<file path="src/rtl/mer_meas_ctrl.sv">
// mer_meas_ctrl: sequencer for the MER / symbol-error chain (calibrate, settle, measure, latch, hold).
// Optional calibration timeout with TIMEOUT state: define MER_CTRL_TIMEOUT_EN.
module mer_meas_ctrl #(
   parameter int SETTLE_SYMS  = 16,
   parameter int WIN_LOG2     = 10,
   parameter int ERR_W        = 18,
   parameter int CNT_W        = 22,
   parameter int TIMEOUT_SYMS = 4194400
) (
   input  logic             clk,
   input  logic             reset,
   input  logic             clk_en,
   input  logic             start,
   input  logic             ack,
   input  logic             lfsr_cycle,
   input  logic [ERR_W-1:0] sq_err,
   input  logic [ERR_W-1:0] dc_err,
   input  logic             sym_err,
   output logic             ref_hold,
   output logic             acc_clear,
   output logic             meas_win,
   output logic             busy,
   output logic             result_valid,
   output logic [ERR_W-1:0] sq_err_res,
   output logic [ERR_W-1:0] dc_err_res,
   output logic [CNT_W-1:0] sym_err_cnt,
   output logic [2:0]       state_o
);

   localparam logic [2:0] ST_IDLE    = 3'd0;
   localparam logic [2:0] ST_CAL     = 3'd1;
   localparam logic [2:0] ST_SETTLE  = 3'd2;
   localparam logic [2:0] ST_MEAS    = 3'd3;
   localparam logic [2:0] ST_LATCH   = 3'd4;
   localparam logic [2:0] ST_DONE    = 3'd5;
   localparam logic [2:0] ST_TIMEOUT = 3'd6;

   localparam int             SET_W    = $clog2(SETTLE_SYMS + 1);
   localparam logic [SET_W-1:0] SET_LAST = SET_W'(SETTLE_SYMS - 1);

   logic [2:0]          state;
   logic [2:0]          state_nxt;
   logic [SET_W-1:0]    set_cnt;
   logic [WIN_LOG2-1:0] win_cnt;

   // Illegal settings leave an empty marker block; nothing is generated for legal ones.
   if (SETTLE_SYMS < 1 || TIMEOUT_SYMS < 1) begin : g_param_range_err
   end

   function automatic logic [CNT_W-1:0] sat_inc(input logic [CNT_W-1:0] v);
      return (&v) ? v : v + CNT_W'(1);
   endfunction

`ifdef MER_CTRL_TIMEOUT_EN
   localparam int            TO_W    = $clog2(TIMEOUT_SYMS + 1);
   localparam logic [TO_W-1:0] TO_LAST = TO_W'(TIMEOUT_SYMS - 1);
   logic [TO_W-1:0] cal_cnt;
   logic            cal_expired;

   assign cal_expired = (cal_cnt == TO_LAST);

   always_ff @(posedge clk or negedge reset) begin
      if (!reset)
         cal_cnt <= '0;
      else if (clk_en)
         cal_cnt <= (state == ST_CAL) ? cal_cnt + TO_W'(1) : '0;
   end
`endif

   always_comb begin
      state_nxt = state;
      case (state)
         ST_IDLE:    if (start) state_nxt = ST_CAL;
         ST_CAL: begin
            if (lfsr_cycle)
               state_nxt = ST_SETTLE;
`ifdef MER_CTRL_TIMEOUT_EN
            else if (cal_expired)
               state_nxt = ST_TIMEOUT;
`endif
         end
         ST_SETTLE:  if (set_cnt == SET_LAST) state_nxt = ST_MEAS;
         ST_MEAS:    if (&win_cnt) state_nxt = ST_LATCH;
         ST_LATCH:   state_nxt = ST_DONE;
         ST_DONE:    if (ack) state_nxt = ST_IDLE;
`ifdef MER_CTRL_TIMEOUT_EN
         ST_TIMEOUT: if (ack) state_nxt = ST_IDLE;
`endif
         default:    state_nxt = ST_IDLE;
      endcase
   end

   // Outputs are registered from the next state so they line up with state_o.
   always_ff @(posedge clk or negedge reset) begin
      if (!reset) begin
         state        <= ST_IDLE;
         ref_hold     <= 1'b1;
         acc_clear    <= 1'b0;
         meas_win     <= 1'b0;
         busy         <= 1'b0;
         result_valid <= 1'b0;
         set_cnt      <= '0;
         win_cnt      <= '0;
         sym_err_cnt  <= '0;
         sq_err_res   <= '0;
         dc_err_res   <= '0;
      end else if (clk_en) begin
         state        <= state_nxt;
         ref_hold     <= (state_nxt != ST_CAL);
         acc_clear    <= (state == ST_CAL) && (state_nxt == ST_SETTLE);
         meas_win     <= (state_nxt == ST_MEAS);
         busy         <= (state_nxt != ST_IDLE);
         result_valid <= (state_nxt == ST_DONE);
         set_cnt      <= (state == ST_SETTLE) ? set_cnt + SET_W'(1) : '0;
         win_cnt      <= (state == ST_MEAS) ? win_cnt + WIN_LOG2'(1) : '0;
         if ((state == ST_SETTLE) && (state_nxt == ST_MEAS))
            sym_err_cnt <= '0;
         else if ((state == ST_MEAS) && sym_err)
            sym_err_cnt <= sat_inc(sym_err_cnt);
         if (state == ST_LATCH) begin
            sq_err_res <= sq_err;
            dc_err_res <= dc_err;
         end
      end
   end

   assign state_o = state;

endmodule

</file>
<file path="config.mk">
export PLATFORM = sky130hd
export DESIGN_NAME = mer_meas_ctrl
export DESIGN_NICKNAME = d
export VERILOG_FILES = /design/src/rtl/mer_meas_ctrl.sv
export SDC_FILE = /design/constraint.sdc
export NUM_CORES = 1
export LEC_CHECK = 0
export ABC_AREA = 1
export CORE_MARGIN = 1
export CORE_UTILIZATION = 35
export CTS_CLUSTER_SIZE = 24
export DETAILED_ROUTE_END_ITERATION = 10
export PLACE_DENSITY = 0.65
export SLEW_MARGIN = 20
export SYNTH_ARGS = -nofsm -noshare
export SYNTH_HDL_FRONTEND = slang
export SYNTH_SLANG_ARGS = --single-unit
export TNS_END_PERCENT = 30
</file>
<file path="constraint.sdc">
create_clock -name clk -period 2.1 [get_ports clk]
set_input_delay 0.42 -clock clk [delete_from_list [all_inputs] [get_ports clk]]
set_output_delay 0.42 -clock clk [all_outputs]
set_load 0.1 [all_outputs]
</file>
==> metrics.md <==
| Metric | Value |
|---|---|
| Max-slew violations | 0 |
| Multi-input logic area | 1790 sq um |
| Gpl congestion | 0.836 |
| Cts hold-fix bufs | 0 |
| Final Cycle Share | 89.6% |
| WL/cell | 13.4 um |
| CTS buffer count | 9 |
| Yosys cell types | 33 |
| N_diodes | 0 |
| Standard-cell rows | 38 |
| CTS H-tree depth | 3 |
| Leak | 2.52 nW |
| Drt first-iter violations | 190 |
| Mapped Cells | 455 |
| Relative slew margins | 58.7% |
| Synth Warn # | 0 |
| Final wirelength | 9670 um |
| PD cells | 1680 nW/um^2 |
| Area delta synth->final | 37.2% |
| Post-Syn Area | 4010 sq um |
| Hold crit path type | primary input to async pin |
| Synth Area in Adders | 1.25% |
| # fillers | 1,034 |
| Largest family of logic cells by synthesized area | simple AND/OR/NAND/NOR gates |
| # setup viols final | 0 |
| Post-detailed-route count of antenna-violating nets | 0 |
| Crit Path Category | flop to flop |
| Layout cell share with drive strength beyond 1 | 26.9% |
| Worst-Skew Late Latency | 0.35 ns |
| Root buf cell | clkbuf_16 |
| Min cycle time layout | 1.88 ns |
| Die W | 109 um |
| XOR/XNOR share of the synthesized area | 3.06% |
| Peak VDD IR | 0.00176 V |
| CTS tree | built |
| Port Buf Inserts | 108 |
| First drt pass iteration count | 5 |
| Vias per inst | 4.79 |
| Clock Skew | 0.00408 ns |
| Compound-Gate Fraction of Synth Area | 4.37% |
| Total GRT Usage | 17.8% |
| Max cap viols | 0 |
| Longest Clk Path Bufs | 2 |
| Yosys top cell area share | 49.9% |
| Ports | 109 |
| Final hold violations | 0 |
| Largest net degree at the start of global routing | 47 |
| Grt total ovfl | 0 |
| Die H | 109 um |
| Vias | 3,452 |
| Mapped Nets | 502 |
| Initial antenna violation count | 0 |
| Core area | 11,000 sq um |
| First-pass GRT wire length | 16,100 um |
| Critical Path Source Type | flop |
| Setup TNS | 0 ns |
| RSZ-0062 raised after global routing | false |
| Post-CTS sizing | 0 |
| Post-DP HPWL | 7090 um |
| Mux contribution to synthesized area | 10.1% |
| Post-synthesis sequential area ratio | 50.5% |
| Clk sinks | 81 |
| Sequential cell area | 2040 sq um |
| Post-synth top area cell | dfrtp_1 |
| Avg Inst Size Synth | 8.82 sq um |
| Fmax | 0.531 GHz |
| Pwr Total | 0.00923 W |
| Tightest Pin Transition | 0.620 ns |
| Clock-pin slew on the worst setup and hold paths | 0.06 ns |
| DRC | 0 |
| # Post-CTS Setup Buffers | 0 |
| Die Area | 11,900 sq um |
| Critical path data arrival time | 2.17 ns |
| Yosys reg bits | 81 |
| CP max FO | 10 |
| Initial Utilization | 36.5% |
| Vias in the first global route | 3,405 |
| Crit end category | flop |
| Final #Nets | 623 |
| Req. time, crit path | 2.39 ns |
| Post-Synth Simple-Gate Area | 25.9% |
| Synth top area cells | dfrtp_1, nand2_1, mux2_2, nor2_1, nand3_1 |
| Status | finished, final reports clean |
[path summary, 6_finish.rpt]
check	slack, ns	to	start	depth (start not counted)
hold reg to reg	0.49	result_valid$_DFFE_PN0P_	result_valid$_DFFE_PN0P_	2
setup / recovery	0.22	sym_err_cnt[2]$_DFFE_PN0P_	set_cnt[0]$_DFFE_PN0P_	8
hold / removal	0.08	acc_clear$_DFFE_PN0P_	reset	1
min in group clk	0.49	result_valid$_DFFE_PN0P_	result_valid$_DFFE_PN0P_	2
setup reg to reg	0.22	sym_err_cnt[2]$_DFFE_PN0P_	set_cnt[0]$_DFFE_PN0P_	8
max in group asynchronous	1.42	dc_err_res[7]$_DFFE_PN0P_	reset	2
[routing by layer]
metal	GRT usage, %	wire length, um	share of wire, %
met3	7.59	897	9.3
met5	0	0	0
met4	8.98	205	2.1
met2	27.0	4340	45
met1	21.5	4230	44
[report_power, final]
group,switching (W),internal (W)
registers,0.000316,0.00205
clock network,0.000617,0.00107
logic,0.00402,0.00116
[synth_stat cells (all sizes together)]
library cell  number
clkinv             2
buf               10
dfstp              1
dfrtp             80
a21oi              6
o21ai             19
o21a               2
mux2              36
and3               1
nor2              58
o22ai              1
nand3b             1
nand3             31
xor2              11
a31o               1
nand2            140
clkbuf             1
a22o               1
o21bai             1
and2               1
nor3               8
ha                 4
nand4              6
inv               30
xnor2              3
[cells by family after synthesis]
group	after synthesis
xor+xnor	14
mux	36
compound gates	31
buf+inv	43
simple gates	246
fa+ha+maj	4
flops	81
[registers in the layout (all words and copies together) (netlist names), 3 cells and up]
name	flops
sym_err_cnt	22
dc_err_res	18
sq_err_res	18
win_cnt	10
set_cnt	5
state_o	3
[cell usage in the layout (no fill, tap or decap), drive strengths merged, types with 12 or more instances in the layout]
cell type / instances
buf: 80
clkbuf: 12
clkdlybuf4s50: 41
dfrtp: 80
inv: 30
mux2: 36
nand2: 140
nand3: 31
nor2: 58
o21ai: 19
[per-stage QoR]
stage / std cells / setup slack, ns / utilization [%] / instance area (sq um) / hold WS (ns)
floorplan: 455 / 0.00248 / - / 4030 / 0.124
detailed placement: 705 / 0.0761 / 47.3 / 5190 / 0.478
CTS: 720 / 0.210 / 50.1 / 5500 / 0.111
finish: 720 / 0.218 / 50.1 / 5500 / 0.0837
global route: 720 / 0.0431 / 50.1 / 5500 / 0.153
global placement: 705 / 0.121 / 47.3 / 5190 / 0.474
[layout make-up]
class,instances,area share [%]
clock inverter,3,1.18
clock buffer,12,4.48
timing repair buffer,121,19.3
inverter,32,2.18
multi-input combinational,331,32.6
sequential,81,37.1
tap,140,3.18
[critical path: stages, from the launching register on]
cell and delay [ns]:
dfrtp_1 0.41, ha_1 0.22, and3_1 0.18, ha_1 0.21
nand2_2 0.17, clkinv_1 0.28, nor3_1 0.21, nand2_1 0.07
nand2_1 0.07
Power figures use the tool's default switching activity.
